==> src/rtl/instr_encoder_pkg.sv <==
// Shared types and constants for the RV32I ALU instruction encoder.
// Optional I-type support is enabled by defining ITYPE_EN.
package instr_encoder_pkg;

   localparam logic [6:0] OP_RTYPE = 7'b0110011;
   localparam logic [6:0] OP_ITYPE = 7'b0010011;

   localparam logic [2:0] F3_ADD  = 3'b000;
   localparam logic [2:0] F3_SLL  = 3'b001;
   localparam logic [2:0] F3_SLT  = 3'b010;
   localparam logic [2:0] F3_SLTU = 3'b011;
   localparam logic [2:0] F3_XOR  = 3'b100;
   localparam logic [2:0] F3_SR   = 3'b101;
   localparam logic [2:0] F3_OR   = 3'b110;
   localparam logic [2:0] F3_AND  = 3'b111;

   typedef enum logic [1:0] {
      IDLE = 2'd0,
      HOLD = 2'd1,
      FULL = 2'd2
   } state_t;

   typedef enum logic {
      KIND_R = 1'b0,
      KIND_I = 1'b1
   } kind_t;

endpackage

==> src/rtl/instr_encoder_pack.sv <==
// Combinational RV32I ALU encoding and legality check.
// I-type encoding exists only when ITYPE_EN is defined; otherwise I-type is illegal.
module instr_pack
   import instr_encoder_pkg::*;
(
   input  kind_t       kind,
   input  logic [2:0]  funct3,
   input  logic        funct7b5,
   input  logic [4:0]  rd,
   input  logic [4:0]  rs1,
   input  logic [4:0]  rs2,
   input  logic [11:0] imm,
   output logic [31:0] instr,
   output logic        legal
);

   always_comb begin
      instr = '0;
      legal = 1'b0;
      if (kind == KIND_R) begin
         instr = {1'b0, funct7b5, 5'b0, rs2, rs1, funct3, rd, OP_RTYPE};
         // funct7b5 only means something for SUB and SRA
         legal = !funct7b5 || (funct3 == F3_ADD) || (funct3 == F3_SR);
      end else begin
`ifdef ITYPE_EN
         instr = {imm, rs1, funct3, rd, OP_ITYPE};
         case (funct3)
            F3_SLL:  legal = (imm[11:5] == 7'b0000000);
            F3_SR:   legal = (imm[11:5] == 7'b0000000) || (imm[11:5] == 7'b0100000);
            default: legal = 1'b1;
         endcase
`endif
      end
   end

`ifndef ITYPE_EN
   logic unused_imm;
   assign unused_imm = ^imm;
`endif

endmodule

==> src/rtl/instr_encoder.sv <==
// Instruction encoder: accepts ALU requests, emits encoded RV32I words with byte addresses.
// Holds FSM, address/count and output registers; I-type support via ITYPE_EN.
module instr_encoder
   import instr_encoder_pkg::*;
#(
   parameter logic [31:0] BASE_ADDR = 32'h0000_0000,
   parameter int          DEPTH     = 64
) (
   input  logic        clk,
   input  logic        reset,
   input  logic        clear,
   input  logic        in_valid,
   output logic        in_ready,
   input  logic        in_kind,
   input  logic [2:0]  funct3,
   input  logic        funct7b5,
   input  logic [4:0]  rd,
   input  logic [4:0]  rs1,
   input  logic [4:0]  rs2,
   input  logic [11:0] imm,
   output logic        out_valid,
   input  logic        out_ready,
   output logic [31:0] out_instr,
   output logic [31:0] out_addr,
   output logic        full,
   output logic        err
);

   localparam int CW = $clog2(DEPTH + 1);

   state_t          state, state_nxt;
   logic [31:0]     word;
   logic            legal;
   logic [CW-1:0]   count, count_nxt;
   logic            accept, fire;

   instr_pack u_pack (
      .kind     (kind_t'(in_kind)),
      .funct3   (funct3),
      .funct7b5 (funct7b5),
      .rd       (rd),
      .rs1      (rs1),
      .rs2      (rs2),
      .imm      (imm),
      .instr    (word),
      .legal    (legal)
   );

   assign in_ready  = (state == IDLE);
   assign out_valid = (state == HOLD);
   assign full      = (state == FULL);
   assign accept    = in_valid && in_ready;
   assign fire      = out_valid && out_ready;
   assign count_nxt = count + CW'(1);

   always_ff @(posedge clk or posedge reset) begin
      if (reset) state <= IDLE;
      else       state <= state_nxt;
   end

   always_comb begin
      state_nxt = state;
      if (clear) begin
         state_nxt = IDLE;
      end else begin
         case (state)
            IDLE:    if (accept && legal) state_nxt = HOLD;
            HOLD:    if (out_ready) state_nxt = (count_nxt == CW'(DEPTH)) ? FULL : IDLE;
            FULL:    state_nxt = FULL;
            default: state_nxt = IDLE;
         endcase
      end
   end

   always_ff @(posedge clk or posedge reset) begin
      if (reset) begin
         out_instr <= '0;
         out_addr  <= BASE_ADDR;
         count     <= '0;
         err       <= 1'b0;
      end else begin
         err <= 1'b0;
         if (clear) begin
            out_addr <= BASE_ADDR;
            count    <= '0;
         end else begin
            if (accept) begin
               if (legal) out_instr <= word;
               else       err       <= 1'b1;
            end
            // address wraps naturally at 2^32
            if (fire) begin
               out_addr <= out_addr + 32'd4;
               count    <= count_nxt;
            end
         end
      end
   end

endmodule

==> config.mk <==
export PLATFORM = sky130hd
export DESIGN_NAME = instr_encoder
export DESIGN_NICKNAME = d
export VERILOG_FILES = /design/src/rtl/instr_encoder_pkg.sv /design/src/rtl/instr_encoder_pack.sv /design/src/rtl/instr_encoder.sv
export SDC_FILE = /design/constraint.sdc
export NUM_CORES = 1
export LEC_CHECK = 0
export CORE_ASPECT_RATIO = 0.7
export CORE_MARGIN = 2
export CORE_UTILIZATION = 45
export CTS_CLUSTER_DIAMETER = 60
export DETAILED_ROUTE_END_ITERATION = 6
export GPL_TIMING_DRIVEN = 0
export PLACE_DENSITY = 0.81
export SYNTH_ARGS = -nofsm -noshare
export SYNTH_HDL_FRONTEND = slang
export SYNTH_SLANG_ARGS = --single-unit
==> constraint.sdc <==
create_clock -name clk -period 3 [get_ports clk]
set_input_delay 0.45 -clock clk [delete_from_list [all_inputs] [get_ports clk]]
set_output_delay 0.45 -clock clk [all_outputs]
set_load 0.02 [all_outputs]
==> flow_summary.html, run 1 <==
<table>
<tr><th>Metric</th><th>Value</th></tr>
<tr><th colspan="2">STA</th></tr>
<tr><td>Final-report setup violation count</td><td>0</td></tr>
<tr><td>Fraction of the cycle the final worst path needs</td><td>69.5%</td></tr>
<tr><td>Clock skew</td><td>0.0110 ns</td></tr>
<tr><td>Slew at the pin closest to its max-slew limit</td><td>0.601 ns</td></tr>
<tr><td>Peak clock frequency supported by timing</td><td>480 MHz</td></tr>
<tr><td>Final Max Slew Viols</td><td>0</td></tr>
<tr><td>Worst hold slack across all endpoints</td><td>0.498 ns</td></tr>
<tr><td>Setup repair after global routing missed its margin</td><td>false</td></tr>
<tr><td>Setup tns final</td><td>0 ns</td></tr>
<tr><td>Max-slew headroom at the worst pin</td><td>59.9%</td></tr>
<tr><td>Min cycle time layout</td><td>2.08 ns</td></tr>
<tr><td>Total count of hold-check failures in the final report</td><td>0</td></tr>
<tr><th colspan="2">Global routing</th></tr>
<tr><td>Total congestion overflow</td><td>0</td></tr>
<tr><td>Global-route usage over all layers</td><td>20.5%</td></tr>
<tr><td>Pin count of the biggest net entering global routing</td><td>38</td></tr>
<tr><td>Antenna violations before repair</td><td>0</td></tr>
<tr><td>Vias in the first global route</td><td>2483</td></tr>
<tr><td>First-pass GRT wire length</td><td>11500 µm</td></tr>
<tr><th colspan="2">Power and ir drop</th></tr>
<tr><td>Worst ir drop on vdd</td><td>208 µV</td></tr>
<tr><td>Cell-internal power</td><td>0.00152 W</td></tr>
<tr><td>Clock Power Share</td><td>34.6%</td></tr>
<tr><td>Net load switching power</td><td>0.000528 W</td></tr>
<tr><td>Part of the total power dissipated in sequential elements</td><td>44.8%</td></tr>
<tr><td>Leakage component of the power</td><td>1.70 nW</td></tr>
<tr><td>Part of the total power dissipated in combinational logic</td><td>20.6%</td></tr>
<tr><td>Final Power</td><td>0.00205 W</td></tr>
<tr><td>Fraction of power spent switching nets</td><td>25.8%</td></tr>
<tr><td>Cell area power density</td><td>493 nW/µm²</td></tr>
<tr><th colspan="2">Floorplan</th></tr>
<tr><td>Placement row count</td><td>24</td></tr>
<tr><td>Initial Util</td><td>47.2%</td></tr>
<tr><td>Horiz. Die Dim</td><td>101 µm</td></tr>
<tr><td>Height of the die</td><td>72.2 µm</td></tr>
<tr><td>I/O pin total</td><td>105</td></tr>
<tr><td>Floorplan die area</td><td>7330 µm²</td></tr>
<tr><td>Core box area</td><td>6340 µm²</td></tr>
<tr><th colspan="2">Drt</th></tr>
<tr><td>Routed length on met2</td><td>3180 µm</td></tr>
<tr><td>DRC violation count after routing</td><td>0</td></tr>
<tr><td>Top layer reached by signal wires</td><td>met4</td></tr>
<tr><td>Total met3 wirelength after detailed routing</td><td>582 µm</td></tr>
<tr><td>Average wire per standard cell</td><td>15.1 µm</td></tr>
<tr><td>First drt pass iteration count</td><td>4</td></tr>
<tr><td>Number of nets with antenna violations after routing</td><td>0</td></tr>
<tr><td>Iter 0 DRT Violations</td><td>110</td></tr>
<tr><td>Number of vias after detailed routing</td><td>2568</td></tr>
<tr><td>Routed metal-1 wire length</td><td>3370 µm</td></tr>
<tr><td>Via density</td><td>5.37</td></tr>
<tr><td>WL final</td><td>7200 µm</td></tr>
<tr><th colspan="2">Finish</th></tr>
<tr><td>Layout area overhead</td><td>38.9%</td></tr>
<tr><td>Number of fill cells in the layout</td><td>520</td></tr>
<tr><td>Utilization after layout</td><td>65.6%</td></tr>
<tr><td># diodes</td><td>0</td></tr>
<tr><td>Nets</td><td>424</td></tr>
<tr><td>Ratio of cells with drive above 1 in the final layout</td><td>15.2%</td></tr>
<tr><th colspan="2">Synth</th></tr>
<tr><td>Most frequent cell after synthesis</td><td>sky130_fd_sc_hd__dfrtp_1</td></tr>
<tr><td>Library cell occupying the most area in the post-synthesis netlist</td><td>sky130_fd_sc_hd__dfrtp_1</td></tr>
<tr><td>Proportion of synthesized chip area in sequential cells</td><td>50.2%</td></tr>
<tr><td>Number of enable-type register cells in the synthesized netlist</td><td>0</td></tr>
<tr><td>Count of state elements after synthesis</td><td>60</td></tr>
<tr><td>Most numerous cell types in the synthesized netlist</td><td>sky130_fd_sc_hd__dfrtp_1 (60), sky130_fd_sc_hd__a21oi_1 (21), sky130_fd_sc_hd__mux2_2 (20)</td></tr>
<tr><td>Unique masters post-synth</td><td>43</td></tr>
<tr><td>Top post-synthesis cells by area</td><td>sky130_fd_sc_hd__dfrtp_1 (50%), sky130_fd_sc_hd__mux2_2 (7.5%), sky130_fd_sc_hd__buf_4 (3.8%)</td></tr>
<tr><td>Syn avg cell area</td><td>10.6 µm²</td></tr>
<tr><td>Top_reg_cell synth</td><td>sky130_fd_sc_hd__dfrtp_1</td></tr>
<tr><td>Ys async rst share</td><td>100%</td></tr>
<tr><td>Syn Std Cell Area</td><td>2990 µm²</td></tr>
<tr><td>Post-synthesis instance total</td><td>282</td></tr>
<tr><td>Number of warnings reported in the yosys synthesis log</td><td>0</td></tr>
<tr><td>Post-synth top area share</td><td>50.2%</td></tr>
<tr><th colspan="2">Place</th></tr>
<tr><td>PortBufs</td><td>80</td></tr>
<tr><td>Detailed placement HPWL</td><td>5260 µm</td></tr>
<tr><td>Gpl congestion</td><td>0.857</td></tr>
<tr><th colspan="2">Setup path</th></tr>
<tr><td>Critical path type</td><td>reg -&gt; out</td></tr>
<tr><td>CP Max Fanout</td><td>7</td></tr>
<tr><td>Setup crit end kind</td><td>primary output</td></tr>
<tr><td>Worst path required time</td><td>2.55 ns</td></tr>
<tr><td>Data arrival time of the critical path</td><td>1.63 ns</td></tr>
<tr><td>CP startpoint kind</td><td>register</td></tr>
<tr><th colspan="2">Clock tree</th></tr>
<tr><td>Total clock buffers created by CTS</td><td>9</td></tr>
<tr><td>Clock net sink count</td><td>60</td></tr>
<tr><td>CTS resizes</td><td>0</td></tr>
<tr><td>Hold Buf Count CTS</td><td>0</td></tr>
<tr><td>Clock Tree Root</td><td>sky130_fd_sc_hd__clkbuf_8</td></tr>
<tr><td>Clk_lat worst skew</td><td>0.34 ns</td></tr>
<tr><td>Clk buf depth</td><td>2</td></tr>
<tr><td>CTS clock-pin slew for the worst setup and hold paths</td><td>0.06 ns</td></tr>
<tr><td>TritonCTS clock tree</td><td>done</td></tr>
<tr><td>CTS HTree Levels</td><td>3</td></tr>
<tr><td>Post-CTS Setup Bufs</td><td>0</td></tr>
<tr><th colspan="2">Worst hold path</th></tr>
<tr><td>Hold Crit Class</td><td>in -&gt; async</td></tr>
<tr><th colspan="2">Status</th></tr>
<tr><td>Run status</td><td>finished, final reports clean</td></tr>
<tr><th colspan="2">Run</th></tr>
<tr><td># Max-Cap Violations</td><td>0</td></tr>
</table>
[per-stage QoR]
step / setup slack, ns / instances / area [µm²]
CTS: 0.887 / 478 / 4150
finish: 0.916 / 478 / 4150
global placement: -0.0596 / 463 / 3940
global route: 0.811 / 478 / 4150
detailed placement: 0.635 / 464 / 3960
floorplan: 1.07 / 292 / 3030
[final timing paths]
path,start,end,slack (ns),depth (start not counted)
hold reg to reg,out_instr[16],out_instr[16],0.50,1
min in group clk,out_instr[16],out_instr[16],0.50,1
setup / recovery,state[0],full,0.92,3
hold / removal,reset,out_instr[5],0.50,2
max in group asynchronous,reset,count[2],1.91,3
setup reg to reg,out_addr[12],out_addr[27],1.04,6
[power by group through the flow]
stage	combinational (W)	sequential (W)	clock, W
6_report	0.000423	0.000918	0.000709
5_1_grt	0.000449	0.000926	0.000758
4_1_cts	0.000426	0.000918	0.000728
3_5_place_dp	0.000425	0.000934	0
3_3_place_gp	0.000416	0.000926	0
2_1_floorplan	0.000128	0.00102	0
[sequential cells by signal, summed over array words and instances (netlist names)]
| register | flops |
|---|---|
| count | 7 |
| err | 1 |
| out_addr | 30 |
| out_instr | 20 |
| state | 2 |
[critical path, cell delays in order (launching register included)]
cell and delay [ns]:
sky130_fd_sc_hd__dfrtp_1 0.43, sky130_fd_sc_hd__nand2b_1 0.18, sky130_fd_sc_hd__inv_1 0.07, sky130_fd_sc_hd__clkdlybuf4s50_1 0.62
[final cells by class]
class,instances,area [µm²],share of cell area [%]
Sequential cell,60,1500,36.1
Multi-Input combinational cell,197,1330,31.9
Timing Repair Buffer,81,821,19.8
Buffer,27,171,4.13
Clock buffer,12,155,3.73
Tap cell,91,114,2.74
Clock inverter,2,35.0,0.843
Inverter,8,30.0,0.723
[placed cells by master (no fill, tap or decap), types with 7 or more instances in the layout]
cell	netlist	final
sky130_fd_sc_hd__inv_1	8	7
sky130_fd_sc_hd__o21ai_0	15	15
sky130_fd_sc_hd__o31ai_1	10	10
sky130_fd_sc_hd__a21oi_1	21	21
sky130_fd_sc_hd__mux2_2	20	20
sky130_fd_sc_hd__nor2_1	18	18
sky130_fd_sc_hd__buf_4	15	15
sky130_fd_sc_hd__clkbuf_8	0	11
sky130_fd_sc_hd__dfrtp_1	60	60
sky130_fd_sc_hd__nand3_1	10	10
sky130_fd_sc_hd__conb_1	1	11
sky130_fd_sc_hd__nand4_1	7	7
sky130_fd_sc_hd__xor2_1	10	10
sky130_fd_sc_hd__or4_1	9	9
sky130_fd_sc_hd__or3_1	12	12
sky130_fd_sc_hd__clkdlybuf4s50_1	0	80
sky130_fd_sc_hd__nand2_1	12	12
[cells by family after synthesis]
logic type               Yosys count  share of synthesized area (%)
AND/OR/NAND/NOR                   91                           17.4
flip-flops                        60                           50.2
AO/OA/AOI/OAI                     55                           11.7
buffers and inverters             35                           6.73
multiplexers                      22                           8.20
XOR/XNOR                          15                           4.39
adder cells (fa/ha/maj)            3                           1.25
other                              1                          0.125
[layer usage]
metal  vias up  track usage, %
met1      1245            27.1
met2       113            31.7
met4         0            5.56
met5         -               0
li1       1202               -
met3         8            8.19
Note: power is estimated with default switching activity, not from simulation.
==> run 2, diff against run 1 <==
--- a/config.mk
+++ b/config.mk
@@ -7,11 +7,11 @@
 export LEC_CHECK = 0
 export CORE_ASPECT_RATIO = 0.7
 export CORE_MARGIN = 2
-export CORE_UTILIZATION = 45
+export CORE_UTILIZATION = 41
 export CTS_CLUSTER_DIAMETER = 60
 export DETAILED_ROUTE_END_ITERATION = 6
 export GPL_TIMING_DRIVEN = 0
-export PLACE_DENSITY = 0.81
+export PLACE_DENSITY = 0.78
 export SYNTH_ARGS = -nofsm -noshare
 export SYNTH_HDL_FRONTEND = slang
 export SYNTH_SLANG_ARGS = --single-unit
==> constraint.sdc (replaced) <==
create_clock -name clk -period 1.74 [get_ports clk]
set_input_delay 0.261 -clock clk [delete_from_list [all_inputs] [get_ports clk]]
set_output_delay 0.261 -clock clk [all_outputs]
set_load 0.02 [all_outputs]
==> flow_summary.html, run 2 (synthesis gave the netlist of run 1 again) <==
<table>
<tr><th>Metric</th><th>Value</th></tr>
<tr><th colspan="2">STA</th></tr>
<tr><td>Final-report setup violation count</td><td>20 (+20)</td></tr>
<tr><td>Setup tns final</td><td>-1.15 ns (-1.15 ns)</td></tr>
<tr><td>Max-slew headroom at the worst pin</td><td>44.5% (-15 points)</td></tr>
<tr><td>Fraction of the cycle the final worst path needs</td><td>109%</td></tr>
<tr><td>Peak clock frequency supported by timing</td><td>526 MHz</td></tr>
<tr><td>Post-layout worst setup margin</td><td>-0.160 ns (-1.08 ns)</td></tr>
<tr><td>Clock skew</td><td>0.00773 ns (-0.00328 ns)</td></tr>
<tr><td>Setup repair after global routing missed its margin</td><td>true</td></tr>
<tr><td>Total count of hold-check failures in the final report</td><td>0 (unchanged)</td></tr>
<tr><td>Min cycle time layout</td><td>1.90 ns</td></tr>
<tr><td>Slew at the pin closest to its max-slew limit</td><td>0.831 ns (+0.230 ns)</td></tr>
<tr><td>Final Max Slew Viols</td><td>0 (unchanged)</td></tr>
<tr><th colspan="2">Setup path</th></tr>
<tr><td>Worst setup path start</td><td>state[1]</td></tr>
<tr><td>CP startpoint kind</td><td>register</td></tr>
<tr><td>Crit path to</td><td>out_addr[31]</td></tr>
<tr><td>R2r startpoint</td><td>state[1]</td></tr>
<tr><td>Critical path type</td><td>reg -&gt; reg</td></tr>
<tr><td>Count of cells along the worst register-to-register path</td><td>5 (-1)</td></tr>
<tr><td>Delay of the slowest cell on the worst path</td><td>0.41 ns (-0.21 ns)</td></tr>
<tr><td>Data arrival time of the critical path</td><td>2.13 ns (+0.50 ns)</td></tr>
<tr><td>Setup crit end kind</td><td>register</td></tr>
<tr><td>CP Max Fanout</td><td>6 (-1)</td></tr>
<tr><td>Worst-path cell with the longest stage delay</td><td>sky130_fd_sc_hd__dfrtp_1</td></tr>
<tr><td>R2r setup slk</td><td>-0.16 ns (-1.20 ns)</td></tr>
<tr><td>Critical path, cell by cell</td><td>and3b_1 -&gt; buf_6 -&gt; o211ai_1 -&gt; nor4_1 -&gt; mux2_2</td></tr>
<tr><td>R2R Path End</td><td>out_addr[31]</td></tr>
<tr><td>Worst Path Buf+Inv</td><td>1 (-1)</td></tr>
<tr><td>Family with the most delay on the worst path</td><td>simple AND/OR/NAND/NOR gates</td></tr>
<tr><td>Levels on crit path</td><td>5 (+2)</td></tr>
<tr><td>Worst path required time</td><td>1.97 ns (-0.58 ns)</td></tr>
<tr><th colspan="2">Clock tree</th></tr>
<tr><td>Clk buf depth</td><td>2 (unchanged)</td></tr>
<tr><td>Clock net sink count</td><td>60 (unchanged)</td></tr>
<tr><td>CTS HTree Levels</td><td>3 (unchanged)</td></tr>
<tr><td>TritonCTS clock tree</td><td>done</td></tr>
<tr><td>CTS clock-pin slew for the worst setup and hold paths</td><td>0.07 ns (about the same)</td></tr>
<tr><td>Clk_lat worst skew</td><td>0.34 ns (about the same)</td></tr>
<tr><td>Clock Tree Root</td><td>sky130_fd_sc_hd__clkbuf_8</td></tr>
<tr><td>Hold Buf Count CTS</td><td>0 (unchanged)</td></tr>
<tr><td>Total clock buffers created by CTS</td><td>9 (unchanged)</td></tr>
<tr><th colspan="2">Finish</th></tr>
<tr><td>Ratio of cells with drive above 1 in the final layout</td><td>28.2% (+13 points)</td></tr>
<tr><td>Leading cell types in the layout, fill and taps excluded</td><td>sky130_fd_sc_hd__clkdlybuf4s50_1 (62), sky130_fd_sc_hd__dfrtp_1 (51), sky130_fd_sc_hd__buf_4 (39), sky130_fd_sc_hd__mux2_2 (20), sky130_fd_sc_hd__nor2_1 (18)</td></tr>
<tr><td>Utilization after layout</td><td>63.4% (-2.2 points)</td></tr>
<tr><td>Design Area, Final</td><td>4560 µm² (+9.7%)</td></tr>
<tr><td>Largest registers</td><td>out_addr (30), out_instr (20), count (7)</td></tr>
<tr><td>Number of non-filler instances in the completed layout</td><td>513 (+7.3%)</td></tr>
<tr><td>Number of fill cells in the layout</td><td>578 (+11%)</td></tr>
<tr><td>Most frequent standard cell in the layout excluding fill and tap cells</td><td>sky130_fd_sc_hd__clkdlybuf4s50_1</td></tr>
<tr><td>Max reg flops</td><td>30 (unchanged)</td></tr>
<tr><td>Layout area overhead</td><td>52.3%</td></tr>
<tr><td>Nets</td><td>450 (+6.1%)</td></tr>
<tr><td># diodes</td><td>0 (unchanged)</td></tr>
<tr><td>Register ranked first by flip-flop count</td><td>out_addr</td></tr>
<tr><th colspan="2">Floorplan</th></tr>
<tr><td>I/O pin total</td><td>105 (unchanged)</td></tr>
<tr><td>Floorplan die area</td><td>8010 µm² (+9.3%)</td></tr>
<tr><td>Core box area</td><td>7190 µm² (+13%)</td></tr>
<tr><td>Placement row count</td><td>26 (+8.3%)</td></tr>
<tr><td>Height of the die</td><td>75.5 µm (+4.5%)</td></tr>
<tr><td>Horiz. Die Dim</td><td>106 µm (+4.6%)</td></tr>
<tr><td>Initial Util</td><td>41.6% (-5.6 points)</td></tr>
<tr><th colspan="2">Drt</th></tr>
<tr><td>Number of vias after detailed routing</td><td>2650 (+3.2%)</td></tr>
<tr><td>WL final</td><td>7610 µm (+5.7%)</td></tr>
<tr><td>Via density</td><td>5.17 (-3.8%)</td></tr>
<tr><td>Iter 0 DRT Violations</td><td>159 (+45%)</td></tr>
<tr><td>First drt pass iteration count</td><td>4 (unchanged)</td></tr>
<tr><td>DRC violation count after routing</td><td>0 (unchanged)</td></tr>
<tr><td>Average wire per standard cell</td><td>14.8 µm (-1.5%)</td></tr>
<tr><td>Number of nets with antenna violations after routing</td><td>0 (unchanged)</td></tr>
<tr><th colspan="2">Place</th></tr>
<tr><td>Detailed placement HPWL</td><td>4890 µm (-7.1%)</td></tr>
<tr><td>Gpl congestion</td><td>0.762 (-11%)</td></tr>
<tr><td>Placed cell count</td><td>470 (+1.3%)</td></tr>
<tr><td>Post-place instance area</td><td>3970 µm² (about the same)</td></tr>
<tr><td>PortBufs</td><td>80 (unchanged)</td></tr>
<tr><th colspan="2">Power and ir drop</th></tr>
<tr><td>Leakage component of the power</td><td>2.08 nW (+22%)</td></tr>
<tr><td>Worst ir drop on vdd</td><td>588 µV (+180%)</td></tr>
<tr><td>Cell area power density</td><td>791 nW/µm² (+60%)</td></tr>
<tr><th colspan="2">Worst hold path</th></tr>
<tr><td>Hold Crit Class</td><td>in -&gt; reg</td></tr>
<tr><th colspan="2">Global routing</th></tr>
<tr><td>First-pass GRT wire length</td><td>11700 µm (+1.7%)</td></tr>
<tr><td>Pin count of the biggest net entering global routing</td><td>61 (+61%)</td></tr>
<tr><td>Global-route usage over all layers</td><td>19.0% (-1.5 points)</td></tr>
<tr><td>Total congestion overflow</td><td>0 (unchanged)</td></tr>
<tr><td>Vias in the first global route</td><td>2422 (-2.5%)</td></tr>
<tr><td>Antenna violations before repair</td><td>0 (unchanged)</td></tr>
<tr><th colspan="2">Status</th></tr>
<tr><td>Violated checks</td><td>negative setup slack</td></tr>
<tr><td>Run status</td><td>finished with violations</td></tr>
<tr><th colspan="2">Run</th></tr>
<tr><td># Max-Cap Violations</td><td>0 (unchanged)</td></tr>
</table>
==> run 2: stage by stage <==
step           power [W]  setup slack (ns)  hold slack [ns]
3_3_place_gp     0.00231            -0.420            0.486
4_1_cts          0.00363            -0.107            0.368
5_1_grt          0.00375            -0.189            0.426
6_report         0.00360            -0.160            0.392
2_1_floorplan    0.00198           -0.0245            0.358
3_5_place_dp     0.00233            -0.470            0.492
==> run 2: worst min path at each step <==
stage	startpoint	cells past startpoint	slack (ns)	endpoint
after floorplan	out_ready	1	0.36	state[0]
after global placement	out_instr[10]	1	0.49	out_instr[10]
after detailed placement	out_instr[10]	1	0.49	out_instr[10]
after CTS	clear	3	0.37	out_addr[31]
after global routing	clear	3	0.43	out_addr[31]
final	clear	3	0.39	out_addr[31]
==> run 2: where the power goes <==
group | total [W] | internal [W] | switching [W]
combinational | 0.000737 | 0.000390 | 0.000347
clock | 0.00129 | 0.000729 | 0.000557
sequential | 0.00158 | 0.00152 | 0.0000638
total | 0.00360 | 0.00264 | 0.000968
==> run 2: layout make-up <==
type	count	area [µm²]	share of cell area [%]
Tap cell	98	123	2.69
Inverter	8	33.8	0.741
Buffer	27	191	4.20
Multi-Input combinational cell	197	1420	31.2
Clock buffer	11	151	3.32
Clock inverter	5	50.0	1.10
Timing Repair Buffer	107	1070	23.5
Sequential cell	60	1510	33.2
==> run 2: tightest hold or removal path: stages <==
cell and delay (ns):
sky130_fd_sc_hd__buf_2 0.18, sky130_fd_sc_hd__nor2_1 0.11, sky130_fd_sc_hd__mux2_2 0.14
==> run 2: repair_timing <==
action | 4_1_cts | 5_1_grt
gates resized for setup | 22 | 37
gates cloned | 1 | 1
setup buffers | 19 | 5
pin swaps | 12 | 15
endpoints found under the setup margin | 29 | 53
==> run 2: metal layers <==
| layer | global-route usage, % | share of wire, % | vias to the layer above |
|---|---|---|---|
| li1 | - | - | 1255 |
| met1 | 25.7 | 45 | 1293 |
| met2 | 30.0 | 48 | 93 |
| met3 | 5.56 | 6.3 | 9 |
| met4 | 6.14 | 1.0 | 0 |
| met5 | 0 | 0 | - |
==> run 3, diff against run 2 <==
--- a/config.mk
+++ b/config.mk
@@ -8,6 +8,7 @@
 export CORE_ASPECT_RATIO = 0.7
 export CORE_MARGIN = 2
 export CORE_UTILIZATION = 41
+export CTS_BUF_LIST = sky130_fd_sc_hd__clkbuf_16
 export CTS_CLUSTER_DIAMETER = 60
 export DETAILED_ROUTE_END_ITERATION = 6
 export GPL_TIMING_DRIVEN = 0
==> flow_summary.html, run 3 (synthesis gave the netlist of run 1 again) <==
<table>
<tr><th>Metric</th><th>Value</th></tr>
<tr><th colspan="2">Status</th></tr>
<tr><td>Run status</td><td>finished with violations</td></tr>
<tr><td>Violated checks</td><td>negative setup slack</td></tr>
<tr><th colspan="2">Worst hold path</th></tr>
<tr><td>Hold Crit Class</td><td>in -&gt; reg</td></tr>
<tr><td>Hold Crit Start</td><td>out_ready</td></tr>
<tr><th colspan="2">Floorplan</th></tr>
<tr><td>Floorplan die area</td><td>8010 µm² (unchanged)</td></tr>
<tr><td>Placement row count</td><td>26 (unchanged)</td></tr>
<tr><td>Initial Util</td><td>41.6% (unchanged)</td></tr>
<tr><td>Height of the die</td><td>75.5 µm (unchanged)</td></tr>
<tr><td>Core box area</td><td>7190 µm² (unchanged)</td></tr>
<tr><td>Horiz. Die Dim</td><td>106 µm (unchanged)</td></tr>
<tr><td>I/O pin total</td><td>105 (unchanged)</td></tr>
<tr><th colspan="2">Clock tree</th></tr>
<tr><td>TritonCTS clock tree</td><td>done</td></tr>
<tr><td>Clk buf depth</td><td>2 (unchanged)</td></tr>
<tr><td>Clock Tree Root</td><td>sky130_fd_sc_hd__clkbuf_16</td></tr>
<tr><td>Clk_lat worst skew</td><td>0.33 ns (about the same)</td></tr>
<tr><td>Clock net sink count</td><td>60 (unchanged)</td></tr>
<tr><td>Total clock buffers created by CTS</td><td>9 (unchanged)</td></tr>
<tr><td>CTS HTree Levels</td><td>3 (unchanged)</td></tr>
<tr><td>CTS clock-pin slew for the worst setup and hold paths</td><td>0.05 ns (-0.02 ns)</td></tr>
<tr><th colspan="2">Power and ir drop</th></tr>
<tr><td>Clock Power Share</td><td>42.0% (+6.3 points)</td></tr>
<tr><td>Fraction of power spent switching nets</td><td>25.3% (-1.5 points)</td></tr>
<tr><td>Part of the total power dissipated in combinational logic</td><td>18.5% (-1.9 points)</td></tr>
<tr><td>Leakage component of the power</td><td>2.02 nW (-2.7%)</td></tr>
<tr><td>Worst ir drop on vdd</td><td>473 µV (-20%)</td></tr>
<tr><td>Part of the total power dissipated in sequential elements</td><td>39.4% (-4.5 points)</td></tr>
<tr><td>Cell-internal power</td><td>0.00300 W (+14%)</td></tr>
<tr><td>Cell area power density</td><td>848 nW/µm² (+7.2%)</td></tr>
<tr><td>Final Power</td><td>0.00402 W (+11%)</td></tr>
<tr><td>Net load switching power</td><td>0.00102 W (+5.2%)</td></tr>
<tr><th colspan="2">Drt</th></tr>
<tr><td>Average wire per standard cell</td><td>15.2 µm (+2.3%)</td></tr>
<tr><td>First drt pass iteration count</td><td>4 (unchanged)</td></tr>
<tr><td>WL final</td><td>7950 µm (+4.5%)</td></tr>
<tr><td>DRC violation count after routing</td><td>0 (unchanged)</td></tr>
<tr><td>Number of nets with antenna violations after routing</td><td>0 (unchanged)</td></tr>
<tr><td>Via density</td><td>5.22 (+1.1%)</td></tr>
<tr><td>Iter 0 DRT Violations</td><td>149 (-6.3%)</td></tr>
<tr><td>Number of vias after detailed routing</td><td>2736 (+3.2%)</td></tr>
<tr><th colspan="2">Setup path</th></tr>
<tr><td>Worst path required time</td><td>1.95 ns (-0.02 ns)</td></tr>
<tr><td>Critical path, cell by cell</td><td>and3b_1 -&gt; buf_6 -&gt; o211ai_1 -&gt; buf_4 -&gt; nor4_4 -&gt; mux2_4</td></tr>
<tr><td>R2r setup slk</td><td>-0.13 ns (+0.03 ns)</td></tr>
<tr><td>Levels on crit path</td><td>6 (+1)</td></tr>
<tr><td>R2R Path End</td><td>out_addr[31]</td></tr>
<tr><td>Worst-path cell with the longest stage delay</td><td>sky130_fd_sc_hd__dfrtp_1</td></tr>
<tr><td>CP startpoint kind</td><td>register</td></tr>
<tr><td>Family with the most delay on the worst path</td><td>simple AND/OR/NAND/NOR gates</td></tr>
<tr><td>Crit path to</td><td>out_addr[31]</td></tr>
<tr><td>Data arrival time of the critical path</td><td>2.08 ns (-0.05 ns)</td></tr>
<tr><td>Setup crit end kind</td><td>register</td></tr>
<tr><td>Worst Path Buf+Inv</td><td>2 (+1)</td></tr>
<tr><td>CP Max Fanout</td><td>6 (unchanged)</td></tr>
<tr><td>R2r startpoint</td><td>state[1]</td></tr>
<tr><td>Count of cells along the worst register-to-register path</td><td>6 (+1)</td></tr>
<tr><td>Critical path type</td><td>reg -&gt; reg</td></tr>
<tr><td>Delay of the slowest cell on the worst path</td><td>0.40 ns (about the same)</td></tr>
<tr><td>Worst setup path start</td><td>state[1]</td></tr>
<tr><th colspan="2">Global routing</th></tr>
<tr><td>Vias in the first global route</td><td>2516 (+3.9%)</td></tr>
<tr><td>Pin count of the biggest net entering global routing</td><td>61 (unchanged)</td></tr>
<tr><td>Total congestion overflow</td><td>0 (unchanged)</td></tr>
<tr><td>Antenna violations before repair</td><td>0 (unchanged)</td></tr>
<tr><td>Global-route usage over all layers</td><td>19.5% (+0.50 points)</td></tr>
<tr><td>First-pass GRT wire length</td><td>12100 µm (+2.9%)</td></tr>
<tr><th colspan="2">STA</th></tr>
<tr><td>Total count of hold-check failures in the final report</td><td>0 (unchanged)</td></tr>
<tr><td>Setup repair after global routing missed its margin</td><td>true</td></tr>
<tr><td>Clock skew</td><td>0.00688 ns (-0.000859 ns)</td></tr>
<tr><td>Min cycle time layout</td><td>1.87 ns (-0.0343 ns)</td></tr>
<tr><td>Fraction of the cycle the final worst path needs</td><td>107% (-2.0 points)</td></tr>
<tr><td>Post-layout worst setup margin</td><td>-0.125 ns (+0.0343 ns)</td></tr>
<tr><td>Final-report setup violation count</td><td>28 (+40%)</td></tr>
<tr><td>Final Max Slew Viols</td><td>0 (unchanged)</td></tr>
<tr><td>Peak clock frequency supported by timing</td><td>536 MHz (+1.8%)</td></tr>
<tr><td>Setup tns final</td><td>-0.975 ns (+0.178 ns)</td></tr>
<tr><td>Slew at the pin closest to its max-slew limit</td><td>0.827 ns (-0.00426 ns)</td></tr>
<tr><td>Max-slew headroom at the worst pin</td><td>44.7% (+0.28 points)</td></tr>
<tr><th colspan="2">Finish</th></tr>
<tr><td>Ratio of cells with drive above 1 in the final layout</td><td>31.5% (+3.3 points)</td></tr>
<tr><td>Multi-input logic area</td><td>1460 µm² (+2.7%)</td></tr>
<tr><td>Sequential cell area in the final layout</td><td>1520 µm² (+0.17%)</td></tr>
<tr><td># diodes</td><td>0 (unchanged)</td></tr>
<tr><td>Largest registers</td><td>out_addr (30), out_instr (20), count (7)</td></tr>
<tr><td>Most frequent standard cell in the layout excluding fill and tap cells</td><td>sky130_fd_sc_hd__clkdlybuf4s50_1</td></tr>
<tr><td>Layout area overhead</td><td>58.5%</td></tr>
<tr><td>Max reg flops</td><td>30 (unchanged)</td></tr>
<tr><td>Register ranked first by flip-flop count</td><td>out_addr</td></tr>
<tr><td>Nets</td><td>461 (+2.4%)</td></tr>
<tr><td>Design Area, Final</td><td>4740 µm² (+4.0%)</td></tr>
<tr><td>Number of fill cells in the layout</td><td>561 (-2.9%)</td></tr>
<tr><td>Leading cell types in the layout, fill and taps excluded</td><td>sky130_fd_sc_hd__clkdlybuf4s50_1 (74), sky130_fd_sc_hd__buf_4 (50), sky130_fd_sc_hd__dfrtp_1 (49), sky130_fd_sc_hd__mux2_2 (19), sky130_fd_sc_hd__nor2_1 (18)</td></tr>
<tr><th colspan="2">Run</th></tr>
<tr><td># Max-Cap Violations</td><td>0 (unchanged)</td></tr>
<tr><th colspan="2">Place</th></tr>
<tr><td>Gpl congestion</td><td>0.762 (unchanged)</td></tr>
<tr><td>PortBufs</td><td>80 (unchanged)</td></tr>
<tr><td>Detailed placement HPWL</td><td>4890 µm (unchanged)</td></tr>
<tr><td>Post-place instance area</td><td>3970 µm² (unchanged)</td></tr>
</table>
[run 3: changes by cell type in the layout (fill, tap and decap cells not counted), moves of 3 or more]
| cell | change |
|---|---|
| sky130_fd_sc_hd__clkbuf_8 | -11 |
| sky130_fd_sc_hd__buf_4 | +11 |
| sky130_fd_sc_hd__o21ai_0 | +3 |
| sky130_fd_sc_hd__buf_6 | +4 |
| sky130_fd_sc_hd__dlymetal6s2s_1 | -12 |
| sky130_fd_sc_hd__clkbuf_16 | +9 |
| sky130_fd_sc_hd__o21ai_1 | -3 |
| sky130_fd_sc_hd__clkdlybuf4s50_1 | +12 |
[run 3: per-layer routing]
layer / part of all wire (%) / track usage, %
met1: 44 / 25.9
met2: 50 / 31.0
met3: 4.8 / 5.30
met4: 1.3 / 8.04
met5: 0 / 0
[run 3: repair_timing]
action,4_1_cts,5_1_grt
pin swaps,14,15
gates resized for setup,20,39
setup endpoints to repair,29,46
cloned,1,0
buffers inserted,26,10
hold buffers,0,0
[run 3: worst min-delay path by stage]
stage / cells after the start / end / slack (ns)
CTS: 2 / state[0] / 0.29
floorplan: 1 / state[0] / 0.36
global route: 2 / state[0] / 0.32
detailed placement: 1 / out_instr[10] / 0.49
global placement: 1 / out_instr[10] / 0.49
finish: 2 / state[0] / 0.31
[run 3: layout make-up]
cell class | count | share of cell area, %
Timing Repair Buffer | 118 | 23.7
Buffer | 27 | 4.25
Clock buffer | 9 | 4.75
Tap cell | 98 | 2.59
Inverter | 8 | 0.713
Multi-Input combinational cell | 197 | 30.9
Clock inverter | 7 | 1.21
Sequential cell | 60 | 32.0
[run 3: metrics by stage]
stage	utilization, %	setup WS [ns]	std cells	hold WS [ns]
6_report	65.9	-0.125	524	0.307
5_1_grt	65.9	-0.170	524	0.319
4_1_cts	62.6	-0.0902	513	0.288
3_5_place_dp	55.2	-0.470	470	0.492
3_3_place_gp	55.2	-0.420	470	0.486
2_1_floorplan	-	-0.0245	292	0.358
[run 3: power groups by stage]
stage / registers (W) / clock network (W) / logic, W
2_1_floorplan: 0.00175 / 0 / 0.000221
3_3_place_gp: 0.00160 / 0 / 0.000714
3_5_place_dp: 0.00161 / 0 / 0.000726
4_1_cts: 0.00159 / 0.00172 / 0.000737
5_1_grt: 0.00160 / 0.00178 / 0.000793
6_report: 0.00158 / 0.00169 / 0.000745
